### config.mk
export PLATFORM = sky130hd
export DESIGN_NAME = mfb_merger_arbiter
export DESIGN_NICKNAME = d
export VERILOG_FILES = /design/src/rtl/mfb_merger_arbiter_pkg.sv /design/src/rtl/mfb_frame_tracker.sv /design/src/rtl/mfb_merger_arbiter.sv
export SDC_FILE = /design/constraint.sdc
export NUM_CORES = 1
export LEC_CHECK = 0
export BUFFER_PORTS_ARGS = -buffer_cell sky130_fd_sc_hd__buf_2
export CORE_MARGIN = 8
export CORE_UTILIZATION = 40
export DETAILED_ROUTE_END_ITERATION = 10
export SLEW_MARGIN = 15
export SYNTH_ARGS = -nofsm -noshare
export SYNTH_HDL_FRONTEND = slang
export SYNTH_SLANG_ARGS = --single-unit
### constraint.sdc
create_clock -name clk -period 2 [get_ports clk]
set_input_delay 0.5 -clock clk [delete_from_list [all_inputs] [get_ports clk]]
set_output_delay 0.5 -clock clk [all_outputs]
set_load 0.02 [all_outputs]
### src/rtl/mfb_merger_arbiter_pkg.sv
// rtl/mfb_merger_arbiter_pkg.sv - shared types, constants and helpers for the MFB merger arbiter
package mfb_merger_arbiter_pkg;

  localparam int INPUTS      = 2;
  // Upper bound on REGIONS, used to size the popcount argument.
  localparam int MAX_REGIONS = 16;

  typedef logic [0:0] input_idx_t;

  // Number of set bits in a region-wide flag vector.
  function automatic logic [7:0] popcount(input logic [MAX_REGIONS-1:0] v);
    logic [7:0] n;
    n = '0;
    for (int i = 0; i < MAX_REGIONS; i++) begin
      n = n + 8'(v[i]);
    end
    return n;
  endfunction

endpackage

### src/rtl/mfb_frame_tracker.sv
// rtl/mfb_frame_tracker.sv - per-input MFB frame open/closed tracker with protocol error detection
//
// Ports:
//   clk, rst_n     clock, asynchronous active-low reset
//   sof, eof       per-region start/end-of-frame flags of the presented word
//   accept         word is transferred this cycle
//   inframe_next   frame state after this word (equals current state when not accepted)
//   err            protocol violation seen in an accepted word (single-cycle)
module mfb_frame_tracker #(
  parameter int REGIONS = 2
) (
  input  logic               clk,
  input  logic               rst_n,
  input  logic [REGIONS-1:0] sof,
  input  logic [REGIONS-1:0] eof,
  input  logic               accept,
  output logic               inframe_next,
  output logic               err
);

  logic inframe;
  logic st;
  logic e;

  // Regions are walked in ascending order. A region with both flags set is
  // EOF-then-SOF when a frame is open (stays open) and a complete single
  // frame when closed (stays closed), so the state is unchanged either way.
  always_comb begin
    st = inframe;
    e  = 1'b0;
    for (int r = 0; r < REGIONS; r++) begin
      if (sof[r] && !eof[r]) begin
        if (st) e = 1'b1;
        st = 1'b1;
      end else if (eof[r] && !sof[r]) begin
        if (!st) e = 1'b1;
        st = 1'b0;
      end
    end
    inframe_next = accept ? st : inframe;
    err          = accept & e;
  end

  always_ff @(posedge clk or negedge rst_n) begin
    if (!rst_n) begin
      inframe <= 1'b0;
    end else begin
      inframe <= inframe_next;
    end
  end

endmodule

### src/rtl/mfb_merger_arbiter.sv
// rtl/mfb_merger_arbiter.sv - frame-aware round-robin arbiter for a 2-input MFB merger
//
// Ports:
//   clk, reset_n                  clock, asynchronous active-low reset
//   cfg_en[1:0]                   per-input enable, applied at frame boundaries
//   rxN_sof/rxN_eof[REGIONS-1:0]  per-region frame flags of input N
//   rxN_src_rdy / rxN_dst_rdy     input N handshake
//   tx_sel                        datapath mux select (0 = rx0, 1 = rx1)
//   tx_src_rdy / tx_dst_rdy       output handshake
//   cnt_frames0/1                 wrapping counts of accepted EOFs per input
//   err                           sticky SOF/EOF protocol error
module mfb_merger_arbiter
  import mfb_merger_arbiter_pkg::*;
#(
  parameter int REGIONS   = 2,
  parameter int CNT_WIDTH = 32
) (
  input  logic                 clk,
  input  logic                 reset_n,
  input  logic [1:0]           cfg_en,
  input  logic [REGIONS-1:0]   rx0_sof,
  input  logic [REGIONS-1:0]   rx0_eof,
  input  logic                 rx0_src_rdy,
  output logic                 rx0_dst_rdy,
  input  logic [REGIONS-1:0]   rx1_sof,
  input  logic [REGIONS-1:0]   rx1_eof,
  input  logic                 rx1_src_rdy,
  output logic                 rx1_dst_rdy,
  output logic                 tx_sel,
  output logic                 tx_src_rdy,
  input  logic                 tx_dst_rdy,
  output logic [CNT_WIDTH-1:0] cnt_frames0,
  output logic [CNT_WIDTH-1:0] cnt_frames1,
  output logic                 err
);

  input_idx_t owner;
  input_idx_t rr_ptr;
  input_idx_t gnt;
  logic       lock;
  logic       gnt_valid;
  logic       lock_next;
  logic       accept;
  logic       acc0;
  logic       acc1;
  logic [1:0] cand;
  logic       if0_next;
  logic       if1_next;
  logic       err0;
  logic       err1;
  logic [MAX_REGIONS-1:0] eof0_ext;
  logic [MAX_REGIONS-1:0] eof1_ext;

  assign eof0_ext = MAX_REGIONS'(rx0_eof);
  assign eof1_ext = MAX_REGIONS'(rx1_eof);

  // An open frame pins the grant to the owner; otherwise pick among enabled,
  // valid inputs, breaking ties with rr_ptr. With nothing to grant, the
  // select keeps pointing at the owner so the datapath does not toggle.
  always_comb begin
    cand      = {rx1_src_rdy & cfg_en[1], rx0_src_rdy & cfg_en[0]};
    gnt       = owner;
    gnt_valid = 1'b0;
    if (lock) begin
      gnt_valid = 1'b1;
    end else begin
      case (cand)
        2'b11: begin gnt = rr_ptr; gnt_valid = 1'b1; end
        2'b01: begin gnt = 1'b0;   gnt_valid = 1'b1; end
        2'b10: begin gnt = 1'b1;   gnt_valid = 1'b1; end
        default: ;
      endcase
    end
  end

  // Handshakes are forced low while reset is held.
  assign tx_sel      = gnt[0];
  assign tx_src_rdy  = reset_n & gnt_valid & (gnt[0] ? rx1_src_rdy : rx0_src_rdy);
  assign rx0_dst_rdy = reset_n & gnt_valid & ~gnt[0] & tx_dst_rdy;
  assign rx1_dst_rdy = reset_n & gnt_valid &  gnt[0] & tx_dst_rdy;
  assign accept      = tx_src_rdy & tx_dst_rdy;
  assign acc0        = accept & ~gnt[0];
  assign acc1        = accept &  gnt[0];
  assign lock_next   = gnt[0] ? if1_next : if0_next;

  mfb_frame_tracker #(.REGIONS(REGIONS)) u_trk0 (
    .clk          (clk),
    .rst_n        (reset_n),
    .sof          (rx0_sof),
    .eof          (rx0_eof),
    .accept       (acc0),
    .inframe_next (if0_next),
    .err          (err0)
  );

  mfb_frame_tracker #(.REGIONS(REGIONS)) u_trk1 (
    .clk          (clk),
    .rst_n        (reset_n),
    .sof          (rx1_sof),
    .eof          (rx1_eof),
    .accept       (acc1),
    .inframe_next (if1_next),
    .err          (err1)
  );

  always_ff @(posedge clk or negedge reset_n) begin
    if (!reset_n) begin
      owner       <= 1'b0;
      lock        <= 1'b0;
      rr_ptr      <= 1'b0;
      cnt_frames0 <= '0;
      cnt_frames1 <= '0;
      err         <= 1'b0;
    end else begin
      if (accept) begin
        owner <= gnt;
        lock  <= lock_next;
        // A word that leaves the owner closed is a frame boundary: prefer
        // the other input next time both compete.
        if (!lock_next) rr_ptr <= ~gnt;
      end
      if (acc0) cnt_frames0 <= cnt_frames0 + CNT_WIDTH'(popcount(eof0_ext));
      if (acc1) cnt_frames1 <= cnt_frames1 + CNT_WIDTH'(popcount(eof1_ext));
      err <= err | err0 | err1;
    end
  end

endmodule
==> results.cfg, run 1 <==
[timing]
skew_ns = 0.00690
fin_hold_ws_ns = 0.298
finalCriticalPeriod_ns = 1.99
tightest_slew_ns = 0.550
rsz0062_at_grt = true
fin_crit_sh_pct = 99.3
final_hold_viol_count = 0
max_slew_margin_pct = 63.3
fmax_mhz = 503
setup_viol = 0
slew_violations = 0

[yosys]
syn_area_um2 = 3550
async_flop_share_pct = 100
synth_area_per_cell_um2 = 10.5
synth_flop_cell = dfrtp_1
synth_edf_count = 0
syn_nets = 356
synth_seq_cells = 70
ys_types = 49
ys_seq_area_share_pct = 49.4
synth_warnings = 0
synthCells = 337

[placed_design]
dp_hpwl_um = 6540
port_buffers = 83
dpl.cell_count = 551
gp_congestion = 0.819

[clocking]
cts_sinks = 70
clockBufferDepth = 2
cts_tree = done
worstSkewPairLatency_ns = 0.34
cts_buffers = 9
cts_max_level = 3
cts_root_buffer = clkbuf_8
path_clk_slew_ns = 0.07

[drt]
viasPerCell = 5.22
wire_per_inst_um = 15.0
vias = 2970
drt.antenna.violating_nets = 0
dr.pass1.iters = 4
drcViolationCount = 0
totalWireLength_um = 8520
drtIter0Drc = 134

[die]
dieWidth_um = 110
start_util_pct = 40.9
die-height_um = 110
die_area_um2 = 12100
core_um2 = 8680
pin_count = 84
rows = 34

[grt]
grt_max_degree = 45
antenna_found_initial = 0
grt_overflow = 0
busiest_layer = met2
grtUsageMet2_pct = 23.3
grt_pass1_wl_um = 14400
grt_usage_pct = 14.9
first_global_vias = 2956
grt_use_met3_pct = 3.43
grt_use_met1_pct = 19.9

[cells_and_area]
area_growth_pct = 30.4
drive_above_1_share_pct = 33.6
fin_util_pct = 53.3
instances_no_fill = 569
final_nets = 475
antennaDiodeCount = 0

[worst_setup_path]
crit_family = flip-flops
crit_type = reg -> out
cpMaxStageDelayCell = dfrtp_1
start_kind = flip-flop
worstPathMaxFanout = 4
critPathCaptureType = output pin
max_stage_delay_ns = 0.43
cp.required_ns = 1.50
reg2reg_depth = 6
r2r_slack_ns = 0.14
path_cells = inv_2, o2111ai_4, nand2_2, nand4b_1, o21ai_2, buf_6
crit_arrival_ns = 1.49
worst-path-buf-inv = 2
crit_cells = 6

[pwr]
p_per_area_nw_per_um2 = 808
fin_total_pwr_mw = 3.74
power_frac_clock_pct = 28.4
p_sw_share_pct = 32.5
seq_power_share_pct = 44.6
p_int_mw = 2.52
switching_power_mw = 1.21
leakage_nw = 2.35
share_comb_of_total_power_pct = 27.0
vdd_drop_max_uv = 411

[job]
max_cap_viol_count = 0

[outcome]
status = complete, no violations

[min_path]
holdCritPathClass = in -> async
[cell usage after synthesis (all sizes together), types with 2 or more instances]
master	instances	area (µm²)
nand4	20	131
nor2b	4	25.0
fa	2	40.0
nand4b	2	23.8
nand2	32	120
xor2	23	201
nor4	6	82.6
o211ai	2	33.8
a221oi	2	17.5
nand2b	2	12.5
ha	2	25.0
o21ai	9	45.0
xnor2	37	324
a21o	2	15.0
and2	4	25.0
a21oi	4	20.0
and3	14	87.6
dfrtp	70	1750
or3	3	23.8
and4	6	52.6
buf	4	25.0
inv	15	56.3
nand3	22	110
nor2	16	60.1
o21a	3	23.8
nor3	16	80.1
[power groups by stage]
stage	combinational [mW]	clock, mW	sequential, mW
2_1_floorplan	0.471	0	1.77
3_3_place_gp	0.928	0	1.69
3_5_place_dp	0.943	0	1.69
4_1_cts	0.978	1.09	1.66
5_1_grt	1.10	1.17	1.69
6_report	1.01	1.06	1.67
[cells in the final DEF (no fill, tap or decap), types with 12 or more instances in the layout]
cell       n
xor2_1    23
inv_1     14
clkbuf_8  12
nand2_1   31
and3_1    14
buf_4     26
nor3_1    13
nand4_1   19
dfrtp_1   70
buf_2     80
nand3_1   21
nor2_1    15
xnor2_1   37
[final timing paths]
path / from / to
worst max-delay path: lock / tx_src_rdy
worst min-delay path: reset_n / cnt_frames1[20]
worst max register to register: cnt_frames1[0] / cnt_frames1[23]
worst min register to register: cnt_frames0[31] / cnt_frames0[31]
max in group asynchronous: reset_n / cnt_frames1[22]
min in group clk: cnt_frames0[31] / cnt_frames0[31]
[flip-flops by register name, summed over array words and instances (netlist names)]
signal          count
cnt_frames0        32
cnt_frames1        32
err                 1
lock                1
owner               1
rr_ptr              1
u_trk0.inframe      1
u_trk1.inframe      1
[routing by layer]
layer	wire, µm	vias up
li1	-	1439
met1	3930	1449
met2	3970	72
met3	514	10
met4	103	0
met5	0	-
[cells by family (layout without fill, tap and decap cells)]
logic type	after synthesis	in the layout	share of synthesized area, %
compound gates	32	32	7.05
xor+xnor	60	60	14.8
fa+ha+maj	4	4	1.83
buf+inv	20	144	2.40
flops	70	70	49.4
mux	2	2	0.599
simple gates	149	149	23.9
[layout make-up]
class                           instances  area (µm²)
Timing Repair Buffer                  113         691
Clock buffer                           13         169
Inverter                               15        56.3
Tap cell                              108         135
Clock inverter                          3        17.5
Multi-Input combinational cell        247        1810
Sequential cell                        70        1750
Fill cell                             806        4050
[repair_timing]
| action | CTS | global route |
|---|---|---|
| setup endpoints to repair | 4 | 5 |
| setup buffers | 1 | 0 |
| gates resized for setup | 4 | 12 |
| hold endpoints to repair | 1 | 0 |
| hold buffers | 1 | 0 |
| pin swaps | 1 | 3 |
[metrics by stage]
| stage | worst slack [ns] | area [µm²] | TNS (ns) |
|---|---|---|---|
| after global routing | -0.0797 | 4630 | -0.125 |
| after floorplan | 0.000868 | 3600 | 0 |
| after CTS | -0.0388 | 4580 | -0.0763 |
| after detailed placement | -0.174 | 4360 | -3.24 |
| after global placement | -0.145 | 4360 | -2.14 |
| final | 0.0136 | 4630 | 0 |
[worst reg2reg max path: stages, from the launching register on]
cell and delay (ns):
dfrtp_1 0.36, inv_1 0.07, fa_1 0.39, nor2b_1 0.25
o211ai_4 0.19, nor4_1 0.37, xor2_1 0.17
Note: power is estimated with default switching activity, not from simulation.
==> inputs of run 2 (changes only) <==
--- a/config.mk
+++ b/config.mk
@@ -9,6 +9,7 @@
 export CORE_MARGIN = 8
 export CORE_UTILIZATION = 40
 export DETAILED_ROUTE_END_ITERATION = 10
+export PLACE_DENSITY = 0.69
 export SLEW_MARGIN = 15
 export SYNTH_ARGS = -nofsm -noshare
 export SYNTH_HDL_FRONTEND = slang
==> run 2 against run 1 <==
Total power rose by 7.8%. Clock skew rose by 0.00050 ns. Critical path depth fell by 1. Register-to-register slack improved by 0.02 ns. Sequential power barely moved. Core utilization rose by 0.62 points. Cell count rose by 0.35%. Largest power group unchanged.
==> results.cfg, run 2 (same netlist as run 1, synthesis figures left out) <==
[outcome]
status = complete, no violations

[cells_and_area]
final_common_cell = buf_2
final_cell_mix = 79 x buf_2, 69 x dfrtp_1, 37 x xnor2_1, 31 x nand2_1, 31 x buf_4
final_nets = 477
antennaDiodeCount = 0
fin_util_pct = 53.9
area_growth_pct = 31.9
reg_top3 = cnt_frames0: 32 flops, cnt_frames1: 32 flops
multi_input_area_um2 = 1810
fillers = 778
regArea_um2 = 1750
fin_area_um2 = 4680
drive_above_1_share_pct = 35.0

[worst_setup_path]
r2r_slack_ns = 0.16
r2r-start = lock
crit_type = reg -> out
worstPathMaxFanout = 3
timing.rr.end = cnt_frames1[18]
start_kind = flip-flop
max_stage_delay_ns = 0.41
path_cells = o2111ai_2, nand2_2, buf_4, nor2_2, buf_4
worst-path-buf-inv = 2
reg2reg_depth = 8
cpMaxStageDelayCell = dfrtp_1
crit_arrival_ns = 1.48
timing.critical_path.mode_cell = buf_4
crit_family = flip-flops
cp.required_ns = 1.50
critPathCaptureType = output pin

[grt]
grt_usage_pct = 15.1
antenna_found_initial = 0
grt_overflow = 0
grt_max_degree = 52
first_global_vias = 3012
grt_pass1_wl_um = 14600

[drt]
totalWireLength_um = 8940
wire_per_inst_um = 15.7
viasPerCell = 5.33
drt.antenna.violating_nets = 0
vias = 3046
drcViolationCount = 0
dr.pass1.iters = 4
drtIter0Drc = 129

[pwr]
leakage_nw = 2.37
p_per_area_nw_per_um2 = 861
vdd_drop_max_uv = 602
fin_total_pwr_mw = 4.03

[placed_design]
port_buffers = 83
dp_worst_setup_slack_ns = -0.160
post_dp_cell_area_um2 = 4340
gp_congestion = 0.919
dp_hpwl_um = 6560

[die]
dieWidth_um = 110
rows = 34
pin_count = 84
core_um2 = 8680
start_util_pct = 40.9
die-height_um = 110
die_area_um2 = 12100

[timing]
slew_violations = 0
final_hold_viol_count = 0
finalSetupTns_ns = 0
layout_setup_ws_ns = 0.0207
max_slew_margin_pct = 55.7
skew_ns = 0.00740
rsz0062_at_grt = true
setup_viol = 0
finalCriticalPeriod_ns = 1.98
tightest_slew_ns = 0.665
fmax_mhz = 505
fin_crit_sh_pct = 99.0

[min_path]
holdCritPathClass = in -> async

[clocking]
cts_buffers = 9
cts_max_level = 3
cts_root_buffer = clkbuf_8
cts_tree = done
cts_sinks = 70
worstSkewPairLatency_ns = 0.34
path_clk_slew_ns = 0.07
clockBufferDepth = 2

[job]
max_cap_viol_count = 0
## run 2: through the flow
step	cells	hold slack (ns)
6_report	571	0.175
4_1_cts	571	0.144
2_1_floorplan	337	0.204
3_3_place_gp	550	0.328
5_1_grt	571	0.153
3_5_place_dp	550	0.330
## run 2: layout make-up
cell class	instances	area share [%]
well taps	108	2.89
multi-input cells	247	38.7
repair buffers	115	14.8
flip-flops and latches	70	37.5
clock inverters	3	1.39
clock buffers	13	3.61
inverters	15	1.20
## run 2: worst max-delay path by stage
stage | from | end | slack, ns | cells after the start
2_1_floorplan | rx0_eof[0] | cnt_frames0[27] | 0.0009 | 8
3_3_place_gp | rx1_eof[0] | cnt_frames1[21] | -0.11 | 7
3_5_place_dp | rx1_eof[0] | cnt_frames1[18] | -0.16 | 9
4_1_cts | lock | tx_src_rdy | 0.004 | 6
5_1_grt | lock | rx0_dst_rdy | -0.03 | 5
6_report | rr_ptr | rx0_dst_rdy | 0.02 | 5
## run 2: per-layer routing
| metal | global-route usage [%] | wire length [µm] | part of all wire, % |
|---|---|---|---|
| met5 | 0 | 0 | 0 |
| met4 | 5.23 | 117 | 1.3 |
| met3 | 4.59 | 744 | 8.3 |
| met2 | 24.1 | 4070 | 46 |
| met1 | 19.2 | 4010 | 45 |
## run 2: power breakdown
group | internal [mW] | total, mW | switching, mW
Sequential | 1.55 | 1.69 | 0.140
Clock | 0.804 | 1.33 | 0.529
Combinational | 0.439 | 1.01 | 0.569
## run 2: timing repair
| item | in CTS | in global routing |
|---|---|---|
| pin swaps | 3 | 3 |
| setup endpoints to repair | 4 | 8 |
| hold buffers | 1 | 0 |
| gates resized for setup | 10 | 9 |
| endpoints found under the hold margin | 1 | 0 |
| setup buffers | 4 | 0 |
